$ cat config.mk
export PLATFORM = sky130hd
export DESIGN_NAME = stopwatch_bcd_flat
export DESIGN_NICKNAME = d
export VERILOG_FILES = /design/src/rtl/stopwatch_bcd_if.sv /design/src/rtl/stopwatch_bcd.sv /design/src/flat_wrapper.sv
export SDC_FILE = /design/constraint.sdc
export NUM_CORES = 1
export LEC_CHECK = 0
export ABC_AREA = 0
export CORE_ASPECT_RATIO = 1.4
export CORE_UTILIZATION = 53
export DETAILED_ROUTE_END_ITERATION = 16
export HOLD_SLACK_MARGIN = 0.1
export MAX_ROUTING_LAYER = met4
export PLACE_DENSITY = 0.82
export SYNTH_ARGS = -nofsm -noshare
export SYNTH_HDL_FRONTEND = slang
export SYNTH_SLANG_ARGS = --single-unit
$ cat constraint.sdc
create_clock -name clk -period 2.75 [get_ports clk]
set_input_delay 0.4125 -clock clk [delete_from_list [all_inputs] [get_ports clk]]
set_output_delay 0.4125 -clock clk [all_outputs]
set_load 0.02 [all_outputs]
$ cat src/rtl/stopwatch_bcd_if.sv
`default_nettype none
// ============================================================================
//  Module      : stopwatch_bcd_if
//  Description : Control-pulse, preset and BCD display bundle between the
//                key/tick logic (master) and the stopwatch core (slave).
//  Revision    : 1.0 - initial release
// ============================================================================
interface stopwatch_bcd_if;
  // Control side: 100 Hz square wave, one-cycle key pulses, preset load
  logic        tick_100hz;
  logic        start_stop;
  logic        clear;
  logic        lap;
  logic        preload;
  logic [23:0] preload_val;  // {m_tens, m_ones, s_tens, s_ones, cs_tens, cs_ones}

  // Display side: six BCD digits and status flags
  logic [3:0]  cs_ones;
  logic [3:0]  cs_tens;
  logic [3:0]  s_ones;
  logic [3:0]  s_tens;
  logic [3:0]  m_ones;
  logic [3:0]  m_tens;
  logic        running;
  logic        lap_active;
  logic        overflow;

  modport master (
    output tick_100hz, start_stop, clear, lap, preload, preload_val,
    input  cs_ones, cs_tens, s_ones, s_tens, m_ones, m_tens,
           running, lap_active, overflow
  );

  modport slave (
    input  tick_100hz, start_stop, clear, lap, preload, preload_val,
    output cs_ones, cs_tens, s_ones, s_tens, m_ones, m_tens,
           running, lap_active, overflow
  );
endinterface
`default_nettype wire

$ cat src/rtl/stopwatch_bcd.sv
`default_nettype none
// ============================================================================
//  Module      : stopwatch_bcd
//  Description : mm:ss.cc BCD stopwatch paced by a 100 Hz square wave, with
//                run/pause, clear, lap freeze and wrap-or-saturate at
//                59:59.99. Digit and status outputs are registered.
//  Revision    : 1.0 - initial release
// ============================================================================
module stopwatch_bcd #(
  parameter bit WRAP = 1'b1   // 1: roll over to 00:00.00, 0: saturate
) (
  input  wire logic      clk,
  input  wire logic      rst_n,
  stopwatch_bcd_if.slave bus
);

  typedef enum logic [1:0] {
    S_IDLE  = 2'd0,
    S_RUN   = 2'd1,
    S_PAUSE = 2'd2,
    S_FULL  = 2'd3
  } state_t;

  // Per-digit upper limits, same packing as the count: 59:59.99
  localparam logic [23:0] MAX_TIME = 24'h595999;

  state_t      state_q;
  logic        tick_dly_q;   // previous tick sample; resets high to mask a false edge
  logic [23:0] cnt_q;        // live count
  logic [23:0] lap_q;        // frozen lap snapshot
  logic        lap_act_q;
  logic        ovf_q;

  logic [23:0] disp_q;
  logic        running_q;
  logic        lap_out_q;
  logic        ovf_out_q;

  logic [23:0] inc_d;        // count + 1 centisecond
  logic        wrap_d;       // every digit at its limit: this increment rolls over
  logic        tick_ev;
  logic        count_en;
  logic        sat_ev;

  assign tick_ev  = bus.tick_100hz & ~tick_dly_q;
  assign count_en = (state_q == S_RUN) && tick_ev && !bus.preload;
  assign sat_ev   = count_en && wrap_d && !WRAP;

  // BCD ripple increment; a digit at or above its limit returns to 0 and carries
  always_comb begin
    inc_d  = cnt_q;
    wrap_d = 1'b1;
    for (int i = 0; i < 6; i++) begin
      if (wrap_d) begin
        if (cnt_q[4*i +: 4] >= MAX_TIME[4*i +: 4]) begin
          inc_d[4*i +: 4] = 4'd0;
        end else begin
          inc_d[4*i +: 4] = cnt_q[4*i +: 4] + 4'd1;
          wrap_d          = 1'b0;
        end
      end
    end
  end

  // Control FSM, counter, lap register and overflow flag
  always_ff @(posedge clk) begin
    if (!rst_n) begin
      state_q    <= S_IDLE;
      tick_dly_q <= 1'b1;
      cnt_q      <= 24'd0;
      lap_q      <= 24'd0;
      lap_act_q  <= 1'b0;
      ovf_q      <= 1'b0;
    end else begin
      tick_dly_q <= bus.tick_100hz;
      if (bus.clear) begin
        // Clear discards any coincident tick, key or preset
        state_q   <= S_IDLE;
        cnt_q     <= 24'd0;
        lap_q     <= 24'd0;
        lap_act_q <= 1'b0;
        ovf_q     <= 1'b0;
      end else begin
        // Wrap mode: overflow is a single-cycle pulse
        if (WRAP) begin
          ovf_q <= 1'b0;
        end

        if (bus.preload) begin
          cnt_q <= bus.preload_val;
        end else if (count_en) begin
          if (wrap_d) begin
            ovf_q <= 1'b1;
          end
          // Saturation holds 59:59.99; otherwise inc_d already holds all zeros
          if (!wrap_d || WRAP) begin
            cnt_q <= inc_d;
          end
        end

        // start_stop outranks lap; a discarded lap is not remembered
        if (bus.start_stop) begin
          case (state_q)
            S_IDLE:  state_q <= S_RUN;
            S_RUN:   state_q <= S_PAUSE;
            S_PAUSE: state_q <= S_RUN;
            default: state_q <= state_q;
          endcase
        end else if (bus.lap) begin
          if (lap_act_q) begin
            lap_act_q <= 1'b0;
          end else if (state_q == S_RUN) begin
            lap_q     <= cnt_q;
            lap_act_q <= 1'b1;
          end
        end

        // Reaching full scale without wrap overrides any same-cycle pause
        if (sat_ev) begin
          state_q <= S_FULL;
        end
      end
    end
  end

  // Output register stage: display mux and status flags
  always_ff @(posedge clk) begin
    if (!rst_n) begin
      disp_q    <= 24'd0;
      running_q <= 1'b0;
      lap_out_q <= 1'b0;
      ovf_out_q <= 1'b0;
    end else begin
      disp_q    <= lap_act_q ? lap_q : cnt_q;
      running_q <= (state_q == S_RUN);
      lap_out_q <= lap_act_q;
      ovf_out_q <= ovf_q;
    end
  end

  assign bus.cs_ones    = disp_q[3:0];
  assign bus.cs_tens    = disp_q[7:4];
  assign bus.s_ones     = disp_q[11:8];
  assign bus.s_tens     = disp_q[15:12];
  assign bus.m_ones     = disp_q[19:16];
  assign bus.m_tens     = disp_q[23:20];
  assign bus.running    = running_q;
  assign bus.lap_active = lap_out_q;
  assign bus.overflow   = ovf_out_q;

endmodule
`default_nettype wire

$ cat src/flat_wrapper.sv
// flat-port wrapper written by rule: the top's interface ports become plain ports
module stopwatch_bcd_flat 
#(
  parameter bit WRAP = 1'b1                                           
)
  (clk, rst_n, bus_tick_100hz, bus_start_stop, bus_clear, bus_lap, bus_preload, bus_preload_val, bus_cs_ones, bus_cs_tens, bus_s_ones, bus_s_tens, bus_m_ones, bus_m_tens, bus_running, bus_lap_active, bus_overflow);
  stopwatch_bcd_if bus_i ();
  input  wire logic clk;
  input  wire logic rst_n;
  input wire logic [$bits(bus_i.tick_100hz)-1:0] bus_tick_100hz;
  input wire logic [$bits(bus_i.start_stop)-1:0] bus_start_stop;
  input wire logic [$bits(bus_i.clear)-1:0] bus_clear;
  input wire logic [$bits(bus_i.lap)-1:0] bus_lap;
  input wire logic [$bits(bus_i.preload)-1:0] bus_preload;
  input wire logic [$bits(bus_i.preload_val)-1:0] bus_preload_val;
  output wire logic [$bits(bus_i.cs_ones)-1:0] bus_cs_ones;
  output wire logic [$bits(bus_i.cs_tens)-1:0] bus_cs_tens;
  output wire logic [$bits(bus_i.s_ones)-1:0] bus_s_ones;
  output wire logic [$bits(bus_i.s_tens)-1:0] bus_s_tens;
  output wire logic [$bits(bus_i.m_ones)-1:0] bus_m_ones;
  output wire logic [$bits(bus_i.m_tens)-1:0] bus_m_tens;
  output wire logic [$bits(bus_i.running)-1:0] bus_running;
  output wire logic [$bits(bus_i.lap_active)-1:0] bus_lap_active;
  output wire logic [$bits(bus_i.overflow)-1:0] bus_overflow;
  assign bus_i.tick_100hz = bus_tick_100hz;
  assign bus_i.start_stop = bus_start_stop;
  assign bus_i.clear = bus_clear;
  assign bus_i.lap = bus_lap;
  assign bus_i.preload = bus_preload;
  assign bus_i.preload_val = bus_preload_val;
  assign bus_cs_ones = bus_i.cs_ones;
  assign bus_cs_tens = bus_i.cs_tens;
  assign bus_s_ones = bus_i.s_ones;
  assign bus_s_tens = bus_i.s_tens;
  assign bus_m_ones = bus_i.m_ones;
  assign bus_m_tens = bus_i.m_tens;
  assign bus_running = bus_i.running;
  assign bus_lap_active = bus_i.lap_active;
  assign bus_overflow = bus_i.overflow;
  stopwatch_bcd #(.WRAP(WRAP)) u_core (.clk(clk), .rst_n(rst_n), .bus(bus_i));
endmodule
==> metrics.md, run 1 <==
| Metric | Value |
|---|---|
| Syn Area/Cell | `8.61 um2` |
| RSZ-0062 raised after global routing | `false` |
| WL per Instance | `14.2 um` |
| Clock sink count | `80` |
| Die area | `0.00723 mm2` |
| Diode count | `0` |
| Via count | `3157` |
| Clk_skew | `11.1 ps` |
| # hold bufs at CTS | `0` |
| Mapped cell area | `0.00365 mm2` |
| Pre-Repair DR Iteration Count | `5` |
| Data arrival time of the worst path | `2570 ps` |
| Initial core utilization | `55.2%` |
| Share of post-route cells with drive strength above 1 | `6.26%` |
| Synth Warn # | `0` |
| Worst Setup Path Type | `flip-flop to flip-flop` |
| First-pass GRT wire length | `13500 um` |
| LEAKAGE | `1.59 nW` |
| Cells after Synth | `424` |
| PortBufs | `57` |
| Seq cells post-synth | `80` |
| Crit end category | `flip-flop` |
| Asr flop ratio synth | `0%` |
| GPL Wtd Cong | `0.845` |
| Pin count of the biggest net entering global routing | `28` |
| Core ar. | `0.00661 mm2` |
| I/O pins | `58` |
| Crit Path Max Fanout | `6` |
| # rows | `35` |
| GRT Util Overall | `24.8%` |
| Max-cap violations | `0` |
| HP Class | `flip-flop to flip-flop` |
| P per Cell Area | `540 mW/mm2` |
| Post-cts gate resize count | `0` |
| Status | `finished clean` |
| Startpoint type of the worst setup path | `flip-flop` |
| Area grow syn2layout | `24.4%` |
| Total global routing overflow | `0` |
| Die Y | `100 um` |
| Post-synthesis cell type count | `46` |
| 1st-iter DRT viols | `231` |
| DRC violations left | `0` |
| Final hold vios | `0` |
| Post-CTS setup buffers | `0` |
| Max-slew headroom | `36.5%` |
| Total power draw | `2.45 mW` |
| Critical Path RT | `2990 ps` |
| Post-synth EDFFs | `0` |
| H-tree depth | `3` |
| Ys flop type | `dfxtp_1` |
| Routed WL | `8100 um` |
| CTS clk-pin slew, worst paths | `80 ps` |
| Final critical-path share of the clock period | `84.6%` |
| Detailed Place HPWL | `5370 um` |
| Slew of the pin with the lowest slew margin | `952 ps` |
| Final setup viols | `0` |
| Initial antenna violation count | `0` |
| Via-to-Cell Ratio | `5.53` |
| Fmax | `430 MHz` |
| Number of global-route vias before repair | `2905` |
| Nets | `524` |
| Fin crit period | `2330 ps` |
| Clock tree buffer depth | `2` |
| Routed Antenna Nets | `0` |
| Root Buffer | `clkbuf_8` |
| TritonCTS clock tree | `yes` |
| Setup tns final | `0 ps` |
| Die width | `72.2 um` |
| Peak supply drop | `0.391 mV` |
| Syn_nets | `473` |
| Seq/Total Area, Yosys | `43.9%` |
| Latest clock arrival within the worst-skew pair | `350 ps` |
| Final Slew Violations | `0` |
| Number of buffers created by CTS | `9` |
logic make-up after synthesis:
family	count (synthesis)	synth area share [%]
compound gates	97	16.6
fa+ha+maj	18	6.17
buf+inv	44	4.80
flops	80	43.9
mux	25	6.85
simple gates	160	21.7
through the flow:
step	cells	worst slack (ps)	utilization [%]	hold WS (ps)	area [um2]
after floorplan	424	650	-	412	3650
after global placement	556	351	65.2	424	4310
after detailed placement	556	313	65.2	431	4310
after CTS	571	441	68.7	450	4540
after global routing	571	224	68.7	467	4540
final	571	425	68.7	451	4540
cells in the mapped netlist (all sizes together) (4+ instances only):
cell type	n	share of area, %
and2	4	0.69
a31oi	11	1.9
mux2i	25	6.9
nand3	9	1.2
buf	4	0.65
nor2	20	2.1
nor2b	26	4.5
nand2b	6	1.0
a21oi	36	4.9
inv	15	1.5
and3	4	0.69
nor3	7	0.96
dfxtp	80	44
nand4	5	0.86
clkbuf	24	2.5
a211oi	4	0.82
nor4	4	0.69
ha	18	6.2
o21ai	23	3.2
nand2	64	6.6
placed cells by master, fill, tap and decap left out, drive strengths merged, types with 4 or more instances in the layout:
cell / netlist / final
nor3: 7 / 7
clkbuf: 24 / 10
ha: 18 / 18
nand2: 64 / 64
and2: 4 / 4
nand4: 5 / 5
clkdlybuf4s50: 0 / 57
dfxtp: 80 / 80
buf: 4 / 11
and3: 4 / 4
a21oi: 36 / 36
nand2b: 6 / 6
nor2b: 26 / 26
a31oi: 11 / 11
nor2: 20 / 20
nor4: 4 / 4
inv: 15 / 15
mux2i: 25 / 25
nand3: 9 / 9
a211oi: 4 / 4
o21ai: 23 / 23
state kept, by name, indices dropped and copies added, names as in the netlist:
signal                 cells
u_core.cnt_q              24
u_core.tick_dly_q          1
u_core.lap_act_q           1
u_core.bus.running         1
u_core.bus.overflow        1
u_core.bus.lap_active      1
u_core.lap_q              24
u_core.disp_q             24
u_core.state_q             2
u_core.ovf_q               1
area by class of cell:
class                      instances  area, um2
fill                             528       2070
sequential                        80       1600
tap                               92        115
clock buffer                      10        128
timing repair buffer              68        653
multi-input combinational        300       1880
clock inverter                     5        106
inverter                          16       60.1
worst max-delay path, cell delays in order, from the launching register on:
cell and delay (ps):
dfxtp_1 440, inv_1 120, ha_1 210, or3b_2 230
nand4_1 160, or4_4 590, a221o_1 360, o211a_1 110
worst paths after layout:
kind	from	to	slack, ps	cells past startpoint
hold / removal	u_core.ovf_q$_SDFF_PP0_	u_core.bus.overflow$_SDFF_PN0_	450	1
setup / recovery	u_core.cnt_q[0]$_SDFFE_PP0P_	u_core.cnt_q[20]$_SDFFE_PP0P_	420	7
hold reg to reg	u_core.ovf_q$_SDFF_PP0_	u_core.bus.overflow$_SDFF_PN0_	450	1
setup reg to reg	u_core.cnt_q[0]$_SDFFE_PP0P_	u_core.cnt_q[20]$_SDFFE_PP0P_	420	7
report_power, final:
| group | internal, mW | switching (mW) |
|---|---|---|
| clock network | 0.600 | 0.418 |
| logic | 0.111 | 0.113 |
| registers | 1.18 | 0.0300 |
metal layers:
layer / track usage, % / share of wire [%] / vias to the layer above
met5: - / 0 / -
met4: 10.3 / 1.8 / 0
met3: 5.42 / 4.6 / 16
met2: 41.1 / 51 / 96
met1: 28.7 / 42 / 1479
li1: - / - / 1566
No activity file was read; power rests on OpenSTA's default activity.
==> run 2, diff against run 1 <==
clock period = 2.15 ns   (was 2.75 ns; I/O delays follow)
==> run 2 against run 1 <==
Final cell count increased by 3.2%. Worst setup slack worse by 340 ps. Largest cell class unchanged. Power rose by 25%. Cell area rose by 3.3%. Clock-buffer cell count is the same. Sequential power is 28% higher. Clock skew grew 0.76 ps. Wire length grew 6.3%. Clock power is 19% higher. Sequential share of layout area fell by 1.1 points. Critical path type unchanged. Via count is 6.0% higher. Critical endpoint unchanged. Core utilization grew 2.3 points.
==> metrics.md, run 2 (same netlist as run 1, synthesis figures left out) <==
| Metric | Value |
|---|---|
| Detailed Place HPWL | `5830 um (+8.7%)` |
| Worst Setup Path Type | `flip-flop to flip-flop` |
| Setup ws final | `87.5 ps (-337 ps)` |
| LEAKAGE | `1.68 nW (+5.6%)` |
| # rows | `35 (unchanged)` |
| Crit end category | `flip-flop` |
| Most common cell after layout, fill and taps aside | `dfxtp_1` |
| H-tree depth | `3 (unchanged)` |
| Critical Path Start | `u_core.cnt_q[0]$_SDFFE_PP0P_` |
| Initial core utilization | `55.2% (unchanged)` |
| Number of global-route vias before repair | `3219 (+11%)` |
| Pre-Repair DR Iteration Count | `5 (unchanged)` |
| Clock sink count | `80 (unchanged)` |
| Worst setup path end | `u_core.cnt_q[20]$_SDFFE_PP0P_` |
| Reg2reg end | `u_core.cnt_q[20]$_SDFFE_PP0P_` |
| Pin count of the biggest net entering global routing | `38 (+36%)` |
| Slowest stage delay, CP | `560 ps (-30 ps)` |
| Crit-path slowest cell | `or4_4` |
| Fin crit period | `2060 ps (-263 ps)` |
| Clk_skew | `11.9 ps (+0.761 ps)` |
| Die Y | `100 um (unchanged)` |
| Via count | `3345 (+6.0%)` |
| Share of post-route cells with drive strength above 1 | `11.1% (+4.8 points)` |
| Routed WL | `8610 um (+6.3%)` |
| 1st-iter DRT viols | `243 (+5.2%)` |
| Die width | `72.2 um (unchanged)` |
| R2r setup slk | `90 ps (-340 ps)` |
| # hold bufs at CTS | `0 (unchanged)` |
| Clock tree buffer depth | `2 (unchanged)` |
| Data arrival time of the worst path | `2300 ps (-270 ps)` |
| WL per Instance | `14.6 um (+3.1%)` |
| Die area | `0.00723 mm2 (unchanged)` |
| Routed Antenna Nets | `0 (unchanged)` |
| Diode count | `0 (unchanged)` |
| Max-cap violations | `0 (unchanged)` |
| Util after Layout | `71.0% (+2.3 points)` |
| Worst reg2reg startpoint | `u_core.cnt_q[0]$_SDFFE_PP0P_` |
| Startpoint type of the worst setup path | `flip-flop` |
| Worst reg2reg path depth | `7 (unchanged)` |
| Core ar. | `0.00661 mm2 (unchanged)` |
| Peak supply drop | `0.380 mV (-2.7%)` |
| First-pass GRT wire length | `14600 um (+8.2%)` |
| Non-Filler Instances | `589 (+3.2%)` |
| Max-slew headroom | `71.8% (+35 points)` |
| I/O pins | `58 (unchanged)` |
| Crit-path cells | `inv_1, ha_2, or3b_4, nand4_1, or4_4, a221o_1, o211a_1` |
| Initial antenna violation count | `0 (unchanged)` |
| Critical Path RT | `2390 ps (-600 ps)` |
| Final setup viols | `0 (unchanged)` |
| Number of buffers created by CTS | `9 (unchanged)` |
| Final hold vios | `0 (unchanged)` |
| Nets | `542 (+3.4%)` |
| Latest clock arrival within the worst-skew pair | `360 ps (about the same)` |
| Area grow syn2layout | `28.6%` |
| DRC violations left | `0 (unchanged)` |
| Slew of the pin with the lowest slew margin | `419 ps (-533 ps)` |
| CTS clk-pin slew, worst paths | `80 ps (about the same)` |
| Fmax | `485 MHz (+13%)` |
| Final critical-path share of the clock period | `95.9% (+11 points)` |
| Status | `finished clean` |
| Total global routing overflow | `0 (unchanged)` |
| HP Class | `flip-flop to flip-flop` |
| GRT Util Overall | `26.4% (+1.7 points)` |
| RSZ-0062 raised after global routing | `false` |
| Final Slew Violations | `0 (unchanged)` |
| Placed Cells | `573 (+3.1%)` |
| Biggest regs | `u_core.cnt_q x24, u_core.disp_q x24, u_core.lap_q x24` |
| TritonCTS clock tree | `yes` |
| Worst hold margin | `444 ps (-7.45 ps)` |
| DP Worst Slack | `-149 ps (-463 ps)` |
| Root Buffer | `clkbuf_8` |
| Hold path depth | `1 (unchanged)` |
| Crit Path Max Fanout | `4 (-2)` |
| PortBufs | `57 (unchanged)` |
| Via-to-Cell Ratio | `5.68 (+2.7%)` |
| GPL Wtd Cong | `0.867 (+2.6%)` |
| Most frequent cells in the layout | `dfxtp_1 (77), nand2_1 (64), clkdlybuf4s50_1 (57)` |
| P per Cell Area | `654 mW/mm2 (+21%)` |
[run 2: cell count changes in the layout (fill, tap and decap cells not counted), sizes merged]
cell	previous run	this run
clkinv	2	3
bufinv	3	2
buf	11	29
[run 2: power by group]
part	internal [mW]	switching, mW	leakage (nW)	total (mW)
Sequential	1.51	0.0342	0.651	1.55
Clock	0.679	0.534	0.108	1.21
Combinational	0.157	0.155	0.923	0.312
Total	2.35	0.723	1.68	3.07
[run 2: how the worst min path moves through the flow]
stage | startpoint | endpoint | slack, ps
after global placement | u_core.ovf_q$_SDFF_PP0_ | u_core.bus.overflow$_SDFF_PN0_ | 420
after detailed placement | u_core.ovf_q$_SDFF_PP0_ | u_core.bus.overflow$_SDFF_PN0_ | 420
final | u_core.ovf_q$_SDFF_PP0_ | u_core.bus.overflow$_SDFF_PN0_ | 440
after floorplan | u_core.ovf_q$_SDFF_PP0_ | u_core.bus.overflow$_SDFF_PN0_ | 410
after CTS | u_core.ovf_q$_SDFF_PP0_ | u_core.bus.overflow$_SDFF_PN0_ | 440
after global routing | u_core.ovf_q$_SDFF_PP0_ | u_core.bus.overflow$_SDFF_PN0_ | 460
[run 2: layer usage]
layer | global-route usage, % | routed length, um
met4 | 13.4 | 243
met2 | 43.3 | 4420
met5 | - | 0
met3 | 5.72 | 476
met1 | 30.1 | 3460
[run 2: critical path, delay by kind of cell, from the launching register on]
kind / cells / cell delay (ps)
flip-flops: 1 / 330
adder cells (fa/ha/maj): 1 / 180
buffers and inverters: 1 / 60
AND/OR/NAND/NOR: 3 / 960
AO/OA/AOI/OAI: 2 / 430
[run 2: metrics by stage]
stage,cell area (um2),setup TNS (ps),power [mW]
finish,4700,0,3.07
global route,4700,0,3.18
CTS,4670,0,3.08
detailed placement,4450,-260,1.89
global placement,4450,-236,1.87
floorplan,3650,0,1.74
[run 2: layout make-up]
| class | count | area [um2] |
|---|---|---|
| well taps | 92 | 115 |
| inverters | 16 | 60.1 |
| multi-input cells | 300 | 1890 |
| flip-flops and latches | 80 | 1610 |
| fillers | 506 | 1920 |
| clock inverters | 5 | 81.3 |
| repair buffers | 86 | 805 |
| clock buffers | 10 | 138 |
[run 2: timing repair]
item	CTS	global route
gates resized for setup	0	9
endpoints found under the setup margin	0	5
setup buffers	0	1
==> run 3, diff against run 2 <==
CORE_UTILIZATION = 50   (was 53)
GPL_ROUTABILITY_DRIVEN = 1   (was unset)
PLACE_DENSITY = 0.78   (was 0.82)
==> run 3 against run 2 <==
Worst setup slack worse by 8.9 ps. Sequential share of layout area increased by 0.15 points. Cell area down 0.51%. Final cell count is 0.85% higher. Flip-flop and latch count is the same. Fmax down 0.43%. Critical path type unchanged.
==> metrics.md, run 3 (same netlist as run 1, synthesis figures left out) <==
| Metric | Value |
|---|---|
| Core ar. | `0.00703 mm2 (+6.3%)` |
| Final hold vios | `0 (unchanged)` |
| H-tree depth | `3 (unchanged)` |
| Data arrival time of the worst path | `2330 ps (+30 ps)` |
| Non-Filler Instances | `594 (+0.85%)` |
| Max-cap violations | `0 (unchanged)` |
| Peak supply drop | `0.531 mV (+40%)` |
| Crit Path Max Fanout | `4 (unchanged)` |
| Placed Cells | `578 (+0.87%)` |
| # hold bufs at CTS | `0 (unchanged)` |
| GPL Wtd Cong | `0.845 (-2.5%)` |
| Initial antenna violation count | `0 (unchanged)` |
| Fmax | `483 MHz (-0.43%)` |
| LEAKAGE | `1.68 nW (-0.36%)` |
| Crit-path cells | `inv_1, ha_1, or3b_2, nand4_1, or4_4, a221o_1, o211a_1` |
| Total power draw | `2.99 mW (-2.8%)` |
| Total global routing overflow | `0 (unchanged)` |
| M2 GR Usage | `41.0% (-2.2 points)` |
| CTS clk-pin slew, worst paths | `80 ps (about the same)` |
| Routed Antenna Nets | `0 (unchanged)` |
| Crit-path slowest cell | `or4_4` |
| Latest clock arrival within the worst-skew pair | `360 ps (about the same)` |
| Most frequent cells in the layout | `dfxtp_1 (78), nand2_1 (64), clkdlybuf4s50_1 (57)` |
| Clock sink count | `80 (unchanged)` |
| Status | `finished clean` |
| DRC violations left | `0 (unchanged)` |
| Fillers | `616 (+22%)` |
| Slowest stage delay, CP | `550 ps (about the same)` |
| Die width | `74.2 um (+2.9%)` |
| Fin crit period | `2070 ps (+8.90 ps)` |
| First-pass GRT wire length | `13800 um (-5.2%)` |
| Slew of the pin with the lowest slew margin | `394 ps (-24.9 ps)` |
| P per Cell Area | `640 mW/mm2 (-2.3%)` |
| Root Buffer | `clkbuf_8` |
| Util after Layout | `66.5% (-4.5 points)` |
| Routed WL | `8400 um (-2.4%)` |
| HP Class | `flip-flop to flip-flop` |
| PortBufs | `57 (unchanged)` |
| Post-CTS setup buffers | `0 (unchanged)` |
| 1st-iter DRT viols | `145 (-40%)` |
| Share of post-route cells with drive strength above 1 | `10.8% (-0.24 points)` |
| RSZ-0062 raised after global routing | `true` |
| Met1 usage | `27.4% (-2.7 points)` |
| Most common cell after layout, fill and taps aside | `dfxtp_1` |
| Final setup viols | `0 (unchanged)` |
| Pin count of the biggest net entering global routing | `26 (-32%)` |
| Area grow syn2layout | `27.9%` |
| Crit end category | `flip-flop` |
| Startpoint type of the worst setup path | `flip-flop` |
| Clock tree buffer depth | `2 (unchanged)` |
| Setup tns final | `0 ps (unchanged)` |
| Via count | `3251 (-2.8%)` |
| Final critical-path share of the clock period | `96.3% (+0.41 points)` |
| Critical Path RT | `2410 ps (+20 ps)` |
| I/O pins | `58 (unchanged)` |
| Clk_skew | `5.51 ps (-6.37 ps)` |
| TritonCTS clock tree | `yes` |
| Via-to-Cell Ratio | `5.47 (-3.6%)` |
| Met3 Use GR | `4.99% (-0.74 points)` |
| Worst hold margin | `442 ps (-1.95 ps)` |
| Nets | `543 (+0.18%)` |
| # rows | `36 (+2.9%)` |
| Diode count | `0 (unchanged)` |
| Number of global-route vias before repair | `3122 (-3.0%)` |
| Detailed Place HPWL | `5800 um (-0.50%)` |
| GRT Util Overall | `24.7% (-1.7 points)` |
| Final Slew Violations | `0 (unchanged)` |
| Pre-Repair DR Iteration Count | `6 (+1)` |
| Die Y | `103 um (+2.9%)` |
| Biggest regs | `u_core.cnt_q x24, u_core.disp_q x24, u_core.lap_q x24` |
| WL per Instance | `14.1 um (-3.2%)` |
| GRT busiest layer | `met2` |
| Initial core utilization | `52.0% (-3.3 points)` |
| Die area | `0.00765 mm2 (+5.9%)` |
| Number of buffers created by CTS | `9 (unchanged)` |
| Worst Setup Path Type | `flip-flop to flip-flop` |
| Max-slew headroom | `73.6% (+1.8 points)` |
run 3: timing repair:
action	in CTS	in global routing
hold endpoints to repair	0	0
gates resized for setup	0	3
setup endpoints to repair	0	3
run 3: cell type report:
cell class                      count  area [um2]  share of cell area [%]
Timing Repair Buffer               87         796                    17.0
Clock buffer                       11         151                    3.24
Sequential cell                    80        1600                    34.3
Multi-Input combinational cell    300        1890                    40.4
Clock inverter                      5        55.1                    1.18
Tap cell                           95         119                    2.54
Inverter                           16        60.1                    1.29
run 3: worst max-delay path: cells and delay by family, from the launching register on:
kind / cells / cell delay [ps]
compound gates: 2 / 470
buf+inv: 1 / 70
fa+ha+maj: 1 / 180
flops: 1 / 330
simple gates: 3 / 910
run 3: final timing paths:
| kind | slack, ps | from | cells past startpoint | endpoint |
|---|---|---|---|---|
| worst max register to register | 80 | u_core.cnt_q[1]$_SDFFE_PP0P_ | 7 | u_core.cnt_q[20]$_SDFFE_PP0P_ |
| worst min register to register | 440 | u_core.ovf_q$_SDFF_PP0_ | 1 | u_core.bus.overflow$_SDFF_PN0_ |
| worst min-delay path | 440 | u_core.ovf_q$_SDFF_PP0_ | 1 | u_core.bus.overflow$_SDFF_PN0_ |
| worst max-delay path | 80 | u_core.cnt_q[1]$_SDFFE_PP0P_ | 7 | u_core.cnt_q[20]$_SDFFE_PP0P_ |
run 3: where the power goes:
group	switching [mW]	total (mW)	internal, mW
sequential	0.0300	1.54	1.51
clock	0.539	1.13	0.595
combinational	0.156	0.310	0.154
run 3: routing by layer:
layer | vias to the layer above | wire length, um
met4 | 0 | 251
met1 | 1528 | 3460
met2 | 92 | 4300
met5 | - | 0
li1 | 1608 | -
met3 | 23 | 391
run 3: metrics by stage:
step | cell area [um2] | setup slack [ps]
finish | 4670 | 78.6
global route | 4670 | -7.79
CTS | 4660 | 34.1
detailed placement | 4460 | -151
global placement | 4460 | -133
floorplan | 3650 | 50.4
